`src/rtl/pong_sound_pkg.sv`:
```
// Source/state encodings, default tone and duration constants, and priority helpers
// shared by the buzzer arbitration logic.
package pong_sound_pkg;

  typedef enum logic [1:0] {
    SRC_WALL  = 2'd0,
    SRC_PAD   = 2'd1,
    SRC_POWER = 2'd2,
    SRC_SCORE = 2'd3
  } src_t;

  typedef enum logic [1:0] {
    IDLE = 2'd0,
    PLAY = 2'd1,
    GAP  = 2'd2
  } state_t;

  localparam logic [15:0] DEF_WALL_DIV    = 16'd12000;
  localparam logic [15:0] DEF_PAD_DIV     = 16'd8000;
  localparam logic [15:0] DEF_POWER_DIV   = 16'd5000;
  localparam logic [15:0] DEF_SCORE_DIV_A = 16'd10000;
  localparam logic [15:0] DEF_SCORE_DIV_B = 16'd15000;
  localparam logic [7:0]  DEF_WALL_LEN    = 8'd4;
  localparam logic [7:0]  DEF_PAD_LEN     = 8'd6;
  localparam logic [7:0]  DEF_POWER_LEN   = 8'd10;
  localparam logic [7:0]  DEF_SCORE_LEN   = 8'd30;
  localparam logic [7:0]  DEF_SCORE_STEP  = 8'd5;
  localparam logic [7:0]  DEF_GAP_TICKS   = 8'd1;

  // Highest-priority source present in a {score,power,pad,wall} vector.
  function automatic src_t top_src(input logic [3:0] p);
    src_t s;
    s = SRC_WALL;
    if (p[3])      s = SRC_SCORE;
    else if (p[2]) s = SRC_POWER;
    else if (p[1]) s = SRC_PAD;
    return s;
  endfunction

  function automatic logic [3:0] src_bit(input src_t s);
    return 4'b0001 << s;
  endfunction

endpackage

```
`src/rtl/buzzer_arbiter_if.sv`:
```
// Request, tick and status bundle between the game logic and the buzzer arbiter.
interface buzzer_arbiter_if;
  import pong_sound_pkg::*;

  logic       tick_en;
  logic       req_wall;
  logic       req_pad;
  logic       req_power;
  logic       req_score;
  logic       mute;
  logic       buzzer;
  logic       busy;
  src_t       active_src;
  logic [3:0] pending;

  modport master (
    output tick_en, req_wall, req_pad, req_power, req_score, mute,
    input  buzzer, busy, active_src, pending
  );

  modport slave (
    input  tick_en, req_wall, req_pad, req_power, req_score, mute,
    output buzzer, busy, active_src, pending
  );

endinterface

```
`src/rtl/tone_gen.sv`:
```
// Half-period divider: toggles tone every div enabled cycles; clr restarts the
// count with tone low on the next edge.
module tone_gen (
  input  logic        clk,
  input  logic        rst,
  input  logic        clr,
  input  logic        en,
  input  logic [15:0] div,
  output logic        tone
);

  logic [15:0] cnt;

  always_ff @(posedge clk) begin
    if (rst || clr) begin
      cnt  <= '0;
      tone <= 1'b0;
    end else if (en) begin
      if (cnt >= div - 16'd1) begin
        cnt  <= '0;
        tone <= ~tone;
      end else begin
        cnt <= cnt + 16'd1;
      end
    end
  end

endmodule

```
`src/rtl/buzzer_arbiter.sv`:
```
// Fixed-priority buzzer arbiter: latches sound requests, plays the highest one with
// tick-timed length and per-source tone, preempting only for strictly higher sources.
module buzzer_arbiter
  import pong_sound_pkg::*;
#(
  parameter logic [15:0] WALL_DIV    = DEF_WALL_DIV,
  parameter logic [15:0] PAD_DIV     = DEF_PAD_DIV,
  parameter logic [15:0] POWER_DIV   = DEF_POWER_DIV,
  parameter logic [15:0] SCORE_DIV_A = DEF_SCORE_DIV_A,
  parameter logic [15:0] SCORE_DIV_B = DEF_SCORE_DIV_B,
  parameter logic [7:0]  WALL_LEN    = DEF_WALL_LEN,
  parameter logic [7:0]  PAD_LEN     = DEF_PAD_LEN,
  parameter logic [7:0]  POWER_LEN   = DEF_POWER_LEN,
  parameter logic [7:0]  SCORE_LEN   = DEF_SCORE_LEN,
  parameter logic [7:0]  SCORE_STEP  = DEF_SCORE_STEP,
  parameter logic [7:0]  GAP_TICKS   = DEF_GAP_TICKS
) (
  input  logic            clk,
  input  logic            rst,
  buzzer_arbiter_if.slave bus
);

  state_t      state;
  src_t        active_src;
  logic [3:0]  pend;
  logic [7:0]  len_cnt;
  logic [7:0]  step_cnt;
  logic [7:0]  gap_cnt;
  logic        trill_b;

  logic [3:0]  req_vec;
  logic [3:0]  set_vec;
  logic [3:0]  clr_vec;
  logic [3:0]  above_mask;
  logic        start;
  src_t        start_src;
  logic        retrig;
  logic        play_end;
  logic        trill_tick;
  logic        trill_sw;
  logic        tone;
  logic        tone_clr;
  logic        tone_en;
  logic [15:0] div_sel;

  function automatic logic [7:0] len_of(input src_t s);
    logic [7:0] l;
    l = WALL_LEN;
    case (s)
      SRC_WALL:  l = WALL_LEN;
      SRC_PAD:   l = PAD_LEN;
      SRC_POWER: l = POWER_LEN;
      SRC_SCORE: l = SCORE_LEN;
      default:   l = WALL_LEN;
    endcase
    return l;
  endfunction

  always_comb begin
    req_vec    = {bus.req_score, bus.req_power, bus.req_pad, bus.req_wall};
    retrig     = (state == PLAY) && req_vec[active_src];
    // A repeat of the playing sound extends it rather than queueing a second copy.
    set_vec    = req_vec;
    if (state == PLAY) set_vec[active_src] = 1'b0;
    above_mask = 4'b1110 << active_src;
    start_src  = top_src(pend);
    start      = (state == IDLE) ? (pend != 4'd0) : ((pend & above_mask) != 4'd0);
    clr_vec    = start ? src_bit(start_src) : 4'd0;
    play_end   = (state == PLAY) && bus.tick_en && (len_cnt == 8'd1) && !retrig;
    trill_tick = (state == PLAY) && (active_src == SRC_SCORE) && bus.tick_en && !play_end;
    trill_sw   = trill_tick && (step_cnt == 8'd1);
    tone_en    = (state == PLAY);
    tone_clr   = start || trill_sw || (state != PLAY);
  end

  always_comb begin
    div_sel = WALL_DIV;
    case (active_src)
      SRC_WALL:  div_sel = WALL_DIV;
      SRC_PAD:   div_sel = PAD_DIV;
      SRC_POWER: div_sel = POWER_DIV;
      SRC_SCORE: div_sel = trill_b ? SCORE_DIV_B : SCORE_DIV_A;
      default:   div_sel = WALL_DIV;
    endcase
  end

  always_ff @(posedge clk) begin
    if (rst) begin
      state      <= IDLE;
      active_src <= SRC_WALL;
      pend       <= '0;
      len_cnt    <= '0;
      step_cnt   <= '0;
      gap_cnt    <= '0;
      trill_b    <= 1'b0;
    end else begin
      pend <= (pend & ~clr_vec) | set_vec;
      if (start) begin
        state      <= PLAY;
        active_src <= start_src;
        len_cnt    <= len_of(start_src);
        step_cnt   <= SCORE_STEP;
        gap_cnt    <= '0;
        trill_b    <= 1'b0;
      end else begin
        case (state)
          PLAY: begin
            if (retrig) begin
              len_cnt <= len_of(active_src);
            end else if (play_end) begin
              if (GAP_TICKS == 8'd0) begin
                state <= IDLE;
              end else begin
                state   <= GAP;
                gap_cnt <= GAP_TICKS;
              end
            end else if (bus.tick_en) begin
              len_cnt <= len_cnt - 8'd1;
            end
            if (trill_tick) begin
              if (step_cnt == 8'd1) begin
                step_cnt <= SCORE_STEP;
                trill_b  <= ~trill_b;
              end else begin
                step_cnt <= step_cnt - 8'd1;
              end
            end
          end
          GAP: begin
            if (bus.tick_en) begin
              if (gap_cnt == 8'd1) state <= IDLE;
              else                 gap_cnt <= gap_cnt - 8'd1;
            end
          end
          default: state <= IDLE;
        endcase
      end
    end
  end

  tone_gen u_tone (
    .clk  (clk),
    .rst  (rst),
    .clr  (tone_clr),
    .en   (tone_en),
    .div  (div_sel),
    .tone (tone)
  );

  assign bus.buzzer     = tone & ~bus.mute & (state == PLAY);
  assign bus.busy       = (state != IDLE);
  assign bus.active_src = active_src;
  assign bus.pending    = pend;

endmodule

```
`src/flat_wrapper.sv`:
```
// flat-port wrapper written by rule: the top's interface ports become plain ports
module buzzer_arbiter_flat import pong_sound_pkg::*;
#(
  parameter logic [15:0] WALL_DIV    = DEF_WALL_DIV,
  parameter logic [15:0] PAD_DIV     = DEF_PAD_DIV,
  parameter logic [15:0] POWER_DIV   = DEF_POWER_DIV,
  parameter logic [15:0] SCORE_DIV_A = DEF_SCORE_DIV_A,
  parameter logic [15:0] SCORE_DIV_B = DEF_SCORE_DIV_B,
  parameter logic [7:0]  WALL_LEN    = DEF_WALL_LEN,
  parameter logic [7:0]  PAD_LEN     = DEF_PAD_LEN,
  parameter logic [7:0]  POWER_LEN   = DEF_POWER_LEN,
  parameter logic [7:0]  SCORE_LEN   = DEF_SCORE_LEN,
  parameter logic [7:0]  SCORE_STEP  = DEF_SCORE_STEP,
  parameter logic [7:0]  GAP_TICKS   = DEF_GAP_TICKS
)
  (clk, rst, bus_tick_en, bus_req_wall, bus_req_pad, bus_req_power, bus_req_score, bus_mute, bus_buzzer, bus_busy, bus_active_src, bus_pending);
  buzzer_arbiter_if bus_i ();
  input  logic clk;
  input  logic rst;
  input wire logic [$bits(bus_i.tick_en)-1:0] bus_tick_en;
  input wire logic [$bits(bus_i.req_wall)-1:0] bus_req_wall;
  input wire logic [$bits(bus_i.req_pad)-1:0] bus_req_pad;
  input wire logic [$bits(bus_i.req_power)-1:0] bus_req_power;
  input wire logic [$bits(bus_i.req_score)-1:0] bus_req_score;
  input wire logic [$bits(bus_i.mute)-1:0] bus_mute;
  output wire logic [$bits(bus_i.buzzer)-1:0] bus_buzzer;
  output wire logic [$bits(bus_i.busy)-1:0] bus_busy;
  output wire logic [$bits(bus_i.active_src)-1:0] bus_active_src;
  output wire logic [$bits(bus_i.pending)-1:0] bus_pending;
  assign bus_i.tick_en = bus_tick_en;
  assign bus_i.req_wall = bus_req_wall;
  assign bus_i.req_pad = bus_req_pad;
  assign bus_i.req_power = bus_req_power;
  assign bus_i.req_score = bus_req_score;
  assign bus_i.mute = bus_mute;
  assign bus_buzzer = bus_i.buzzer;
  assign bus_busy = bus_i.busy;
  assign bus_active_src = bus_i.active_src;
  assign bus_pending = bus_i.pending;
  buzzer_arbiter #(.WALL_DIV(WALL_DIV), .PAD_DIV(PAD_DIV), .POWER_DIV(POWER_DIV), .SCORE_DIV_A(SCORE_DIV_A), .SCORE_DIV_B(SCORE_DIV_B), .WALL_LEN(WALL_LEN), .PAD_LEN(PAD_LEN), .POWER_LEN(POWER_LEN), .SCORE_LEN(SCORE_LEN), .SCORE_STEP(SCORE_STEP), .GAP_TICKS(GAP_TICKS)) u_core (.clk(clk), .rst(rst), .bus(bus_i));
endmodule
```
`config.mk`:
```
export PLATFORM = sky130hd
export DESIGN_NAME = buzzer_arbiter_flat
export DESIGN_NICKNAME = d
export VERILOG_FILES = /design/src/rtl/pong_sound_pkg.sv /design/src/rtl/buzzer_arbiter_if.sv /design/src/rtl/tone_gen.sv /design/src/rtl/buzzer_arbiter.sv /design/src/flat_wrapper.sv
export SDC_FILE = /design/constraint.sdc
export NUM_CORES = 1
export LEC_CHECK = 0
export CAP_MARGIN = 20
export CORE_UTILIZATION = 40
export CTS_CLUSTER_SIZE = 10
export DETAILED_ROUTE_END_ITERATION = 8
export HOLD_SLACK_MARGIN = 0.05
export PLACE_DENSITY = 0.67
export SLEW_MARGIN = 20
export SYNTH_ARGS = -nofsm -noshare
export SYNTH_HDL_FRONTEND = slang
export SYNTH_SLANG_ARGS = --single-unit
```
`constraint.sdc`:
```
create_clock -name clk -period 5.15 [get_ports clk]
set_input_delay 1.545 -clock clk [delete_from_list [all_inputs] [get_ports clk]]
set_output_delay 1.545 -clock clk [all_outputs]
set_load 0.02 [all_outputs]
```
# [Yosys cells after proc, flatten, opt, wreduce, memory -nomap -nowiden]
# Cells that the tools add are included.
[totals] reg_bits=50 inputBits=8 out_inout_bits=8 elab_cells=122
[op_classes] add_sub_neg=5 magnitude_cmp=3 n_eq_ne=22 shift=2 n_mux=35 bitwise=11 reduce_logical=33
[ops] operator="$mux W8" count=10
[ops] operator="$pmux W16 S4" count=1
[ops] operator="$pmux W8 S4" count=2
[ops] operator="$eq A8 B1 Y1 const B" count=3
[ops] operator="$sub A8 B1 Y8 const B" count=3
[ops] operator="$add A16 B1 Y16 const B" count=1
[ops] operator="$ge A16 B16 Y1" count=1
[ops] operator="$mux W16" count=1
[ops] operator="$pmux W8 S2" count=1
[ops] operator="$sub A16 B1 Y16 const B" count=1
[ops] operator="$mux W13" count=1
[ops] operator="$and A4 B4 Y4" count=3
[ops] operator="$mux W2" count=6
[ops] operator="$eq A2 B2 Y1 const B" count=5
[ops] operator="$logic_and A1 B1 Y1" count=9
[ops] operator="$mux W3" count=3
[ops] operator="$ne A3 B1 Y1 const B" count=3
[ops] operator="$mux W4" count=2
[ops] operator="$not A4 Y4" count=2
[ops] operator="$reduce_and A4 Y1" count=2
[ops] operator="$reduce_bool A2 Y1" count=4
[ops] operator="$reduce_bool A4 Y1" count=2
[ops] operator="$eq A2 B1 Y1 const B" count=3
[ops] operator="$logic_not A2 Y1" count=3
[ops] operator="21 further kinds" count=39

# [Depth between registers and ports, before layout]
[logic_depth] depth_word=11 depth_mapped=14 ltp_nobuf=13

# [Cells and area by module]
# From an unflattened synthesis, not the netlist that was laid out.
[unflattened] cells_unflattened=423 area_unflattened_um2=3444.6
[modules_own_cells] mod="buzzer_arbiter" n_inst=1 cells_each=248 area_each_um2=2033.2 seq_area_each_um2=660.6
[modules_own_cells] mod="tone_gen" n_inst=1 cells_each=175 area_each_um2=1411.4 seq_area_each_um2=340.3

# [Least setup slack after synthesis]
# No wires, ideal clock.
[synth_path] path_kind="input to output" start="input bus_mute" end="output bus_buzzer" arrival_time_ns=2.172 required_ns=3.605 path_slack_ns=1.433 path_stages=1 path_buffers=0 path_cell_list="nor4_1"
[synth_via] elab_chain_len=3
[synth_rtl] item="from (decl)" line_no="flat_wrapper.sv:25" source="input wire logic [$bits(bus_i.mute)-1:0] bus_mute;"
[synth_rtl] item="$not A1 Y1" line_no="buzzer_arbiter.sv:150" source="assign bus.buzzer = tone & ~bus.mute & (state == PLAY);"
[synth_rtl] item="$and A1 B1 Y1 (2 in a row)" line_no="buzzer_arbiter.sv:150"
[synth_rtl] item="to (decl)" line_no="flat_wrapper.sv:26" source="output wire logic [$bits(bus_i.buzzer)-1:0] bus_buzzer;"
# No other way between the ends.

# [Worst setup path in the final report]
# Same ends and word-level chain as after synthesis.

==> results.json <==
{
  "status": "completed",
  "grt_pass1_wl_mm": 10.48,
  "end_kind": "primary output",
  "synth_cell_type_count": 53,
  "finalSetupViolCount": 0,
  "pwr_density_cell_mw_per_mm2": 278.6,
  "finalClockSkew_ns": 0.01601,
  "root_buffer": "clkbuf_8",
  "numCtsBuffers": 5,
  "grt_max_degree": 16,
  "yosys_warnings": 0,
  "place_hpwl_mm": 4.624,
  "synth-simple-area-share_pct": 28.09,
  "r2r_slack_ns": 1.54,
  "ys_seq_elements": 50,
  "hp-class": "flop to flop",
  "min_period_ns": 4.508,
  "n_fill_cell": 725,
  "io_pins": 16,
  "criticalPathCategory": "input pin to primary output",
  "finish.utilization_pct": 45.58,
  "yosysTopAreaCellShare_pct": 33.49,
  "p_leak_nw": 1.188,
  "synth_common_cells": "dfxtp_1, nor2_1, ha_1, nand2_1, inv_1",
  "antenna_cells": 0,
  "dp_slack_ns": 0.6656,
  "worstPathMaxFanout": 1,
  "syn_area_mm2": 0.002989,
  "cts_tree": "yes",
  "ys_seq_area_share_pct": 33.49,
  "drt_iter0_drc": 104,
  "overflow": 0,
  "ant_nets": 0,
  "synth_cells": 356,
  "synth_compound_area_share_pct": 13.60,
  "power_mw": 0.9210,
  "die_y_um": 88.45,
  "die-area_mm2": 0.007823,
  "rows": 31,
  "hold_viol": 0,
  "setup_ws_ns": 0.6422,
  "ctsHoldBuffers": 0,
  "clock.fmax_mhz": 221.8,
  "clock_path_buffers": 2,
  "die_w_um": 88.45,
  "cts_resized": 0,
  "vias_per_cell": 5.367,
  "avgRoutedWirePerCell_um": 13.30,
  "wl_mm": 6.240,
  "antenna_found_initial": 0,
  "cts_sinks": 50,
  "muxShareOfSynthArea_pct": 0.7535,
  "crit_required_ns": 3.61,
  "synth_top_family_by_area": "simple AND/OR/NAND/NOR gates",
  "synthFlopType": "dfxtp_1",
  "start_kind": "input pin",
  "cts_setup_buffers": 0,
  "synthAdderAreaFrac_pct": 11.30,
  "setup_tns_ns": 0,
  "synth_top_cell_by_area": "dfxtp_1",
  "syn_area_per_cell_um2": 8.396,
  "crit_arrival_ns": 2.96,
  "route.detailed.drc": 0,
  "path_clk_slew_ns": 0.08,
  "max-vdd-ir-drop_uv": 148.5,
  "worstSkewPairLatency_ns": 0.31,
  "synthArstFlopShare_pct": 0,
  "period_share_pct": 87.53,
  "htreeDepth": 2,
  "grt_pass1_vias": 2273,
  "seq_area_mm2": 0.001001,
  "vias": 2517,
  "drv_cap": 0,
  "synth_edf_count": 0,
  "maxSlewViolCount": 0,
  "start_util_pct": 41.21,
  "yosys-top-cells-area": "dfxtp_1, ha_1, nor2_1",
  "multi_input_area_mm2": 0.001873,
  "slew_headroom_pct": 52.90,
  "io_buffers": 15,
  "worstMarginPinSlew_ns": 0.7051,
  "synth_xor_area_share_pct": 8.790,
  "syn-num-nets": 391,
  "dr.pass1.iters": 4,
  "rsz0062_at_grt": "false",
  "core_area_mm2": 0.007253,
  "final_layout_size_suffix_gt1_share_pct": 5.135,
  "syn2layout_area_growth_pct": 10.59,
  "final_nets": 404,
  "place_congestion": 0.8095,
  "grt.total_usage_pct": 17.19
}
-- area by class of cell --
cell class | count | share of cell area, %
Multi-Input combinational cell | 278 | 56.66
Clock buffer | 6 | 2.195
Timing Repair Buffer | 15 | 4.542
Tap cell | 99 | 3.747
Inverter | 19 | 2.157
Sequential cell | 50 | 30.28
Clock inverter | 2 | 0.4164
-- flip-flops by register name, summed over array words and instances, names as in the netlist --
register / flops
u_core.step_cnt: 8
u_core.bus.active_src: 2
u_core.len_cnt: 8
u_core.trill_b: 1
u_core.state: 2
u_core.u_tone.cnt: 16
u_core.u_tone.tone: 1
u_core.bus.pending: 4
u_core.gap_cnt: 8
-- cell usage in the layout (no fill, tap or decap), types with 11 or more instances in the layout --
master / instances
xor2_1: 17
dfxtp_1: 50
clkdlybuf4s50_1: 15
nand2_1: 27
a21oi_1: 17
inv_1: 19
nor2_1: 50
o21ai_0: 13
ha_1: 27
xnor2_1: 13
nand3_1: 11
-- worst max-delay path, cell delays in order --
cell and delay (ns):
clkdlybuf4s50_1 0.43, nor4_1 0.31, clkdlybuf4s50_1 0.68
-- layer usage --
metal	wire, µm	part of all wire [%]	vias up	GRT usage (%)
met5	0	0	-	0
met4	95	1.5	0	7.478
met3	180	2.9	7	3.265
met2	2860	46	37	27.41
met1	3104	50	1197	22.66
li1	-	-	1276	-
-- cell families after synthesis --
group / Yosys count
and+or+nand+nor: 157
AOI/OAI and AO/OA: 62
DFF: 50
xor gates and xnor gates: 30
buffers and inverters: 28
adders and majority gates: 27
other: 1
muxes: 1
-- metrics by stage --
stage,hold slack [ns],cell area [µm²],cells
global placement,0.4415,3219,461
CTS,0.4775,3306,469
detailed placement,0.4499,3219,461
finish,0.4689,3306,469
floorplan,0.4258,2989,356
global route,0.4999,3306,469
-- where the power goes --
part,total (mW),switching (mW),internal [mW]
clock,0.234,0.138,0.0963
sequential,0.433,0.0277,0.405
combinational,0.254,0.151,0.103
-- worst paths after layout --
kind	startpoint	to	depth (start not counted)
worst max-delay path	bus_mute	bus_buzzer	3
worst min-delay path	u_core.u_tone.cnt[0]	u_core.u_tone.cnt[0]	1
worst max register to register	u_core.bus.active_src[1]	u_core.u_tone.cnt[9]	13
worst min register to register	u_core.u_tone.cnt[0]	u_core.u_tone.cnt[0]	1
No activity file was read; power rests on OpenSTA's default activity.
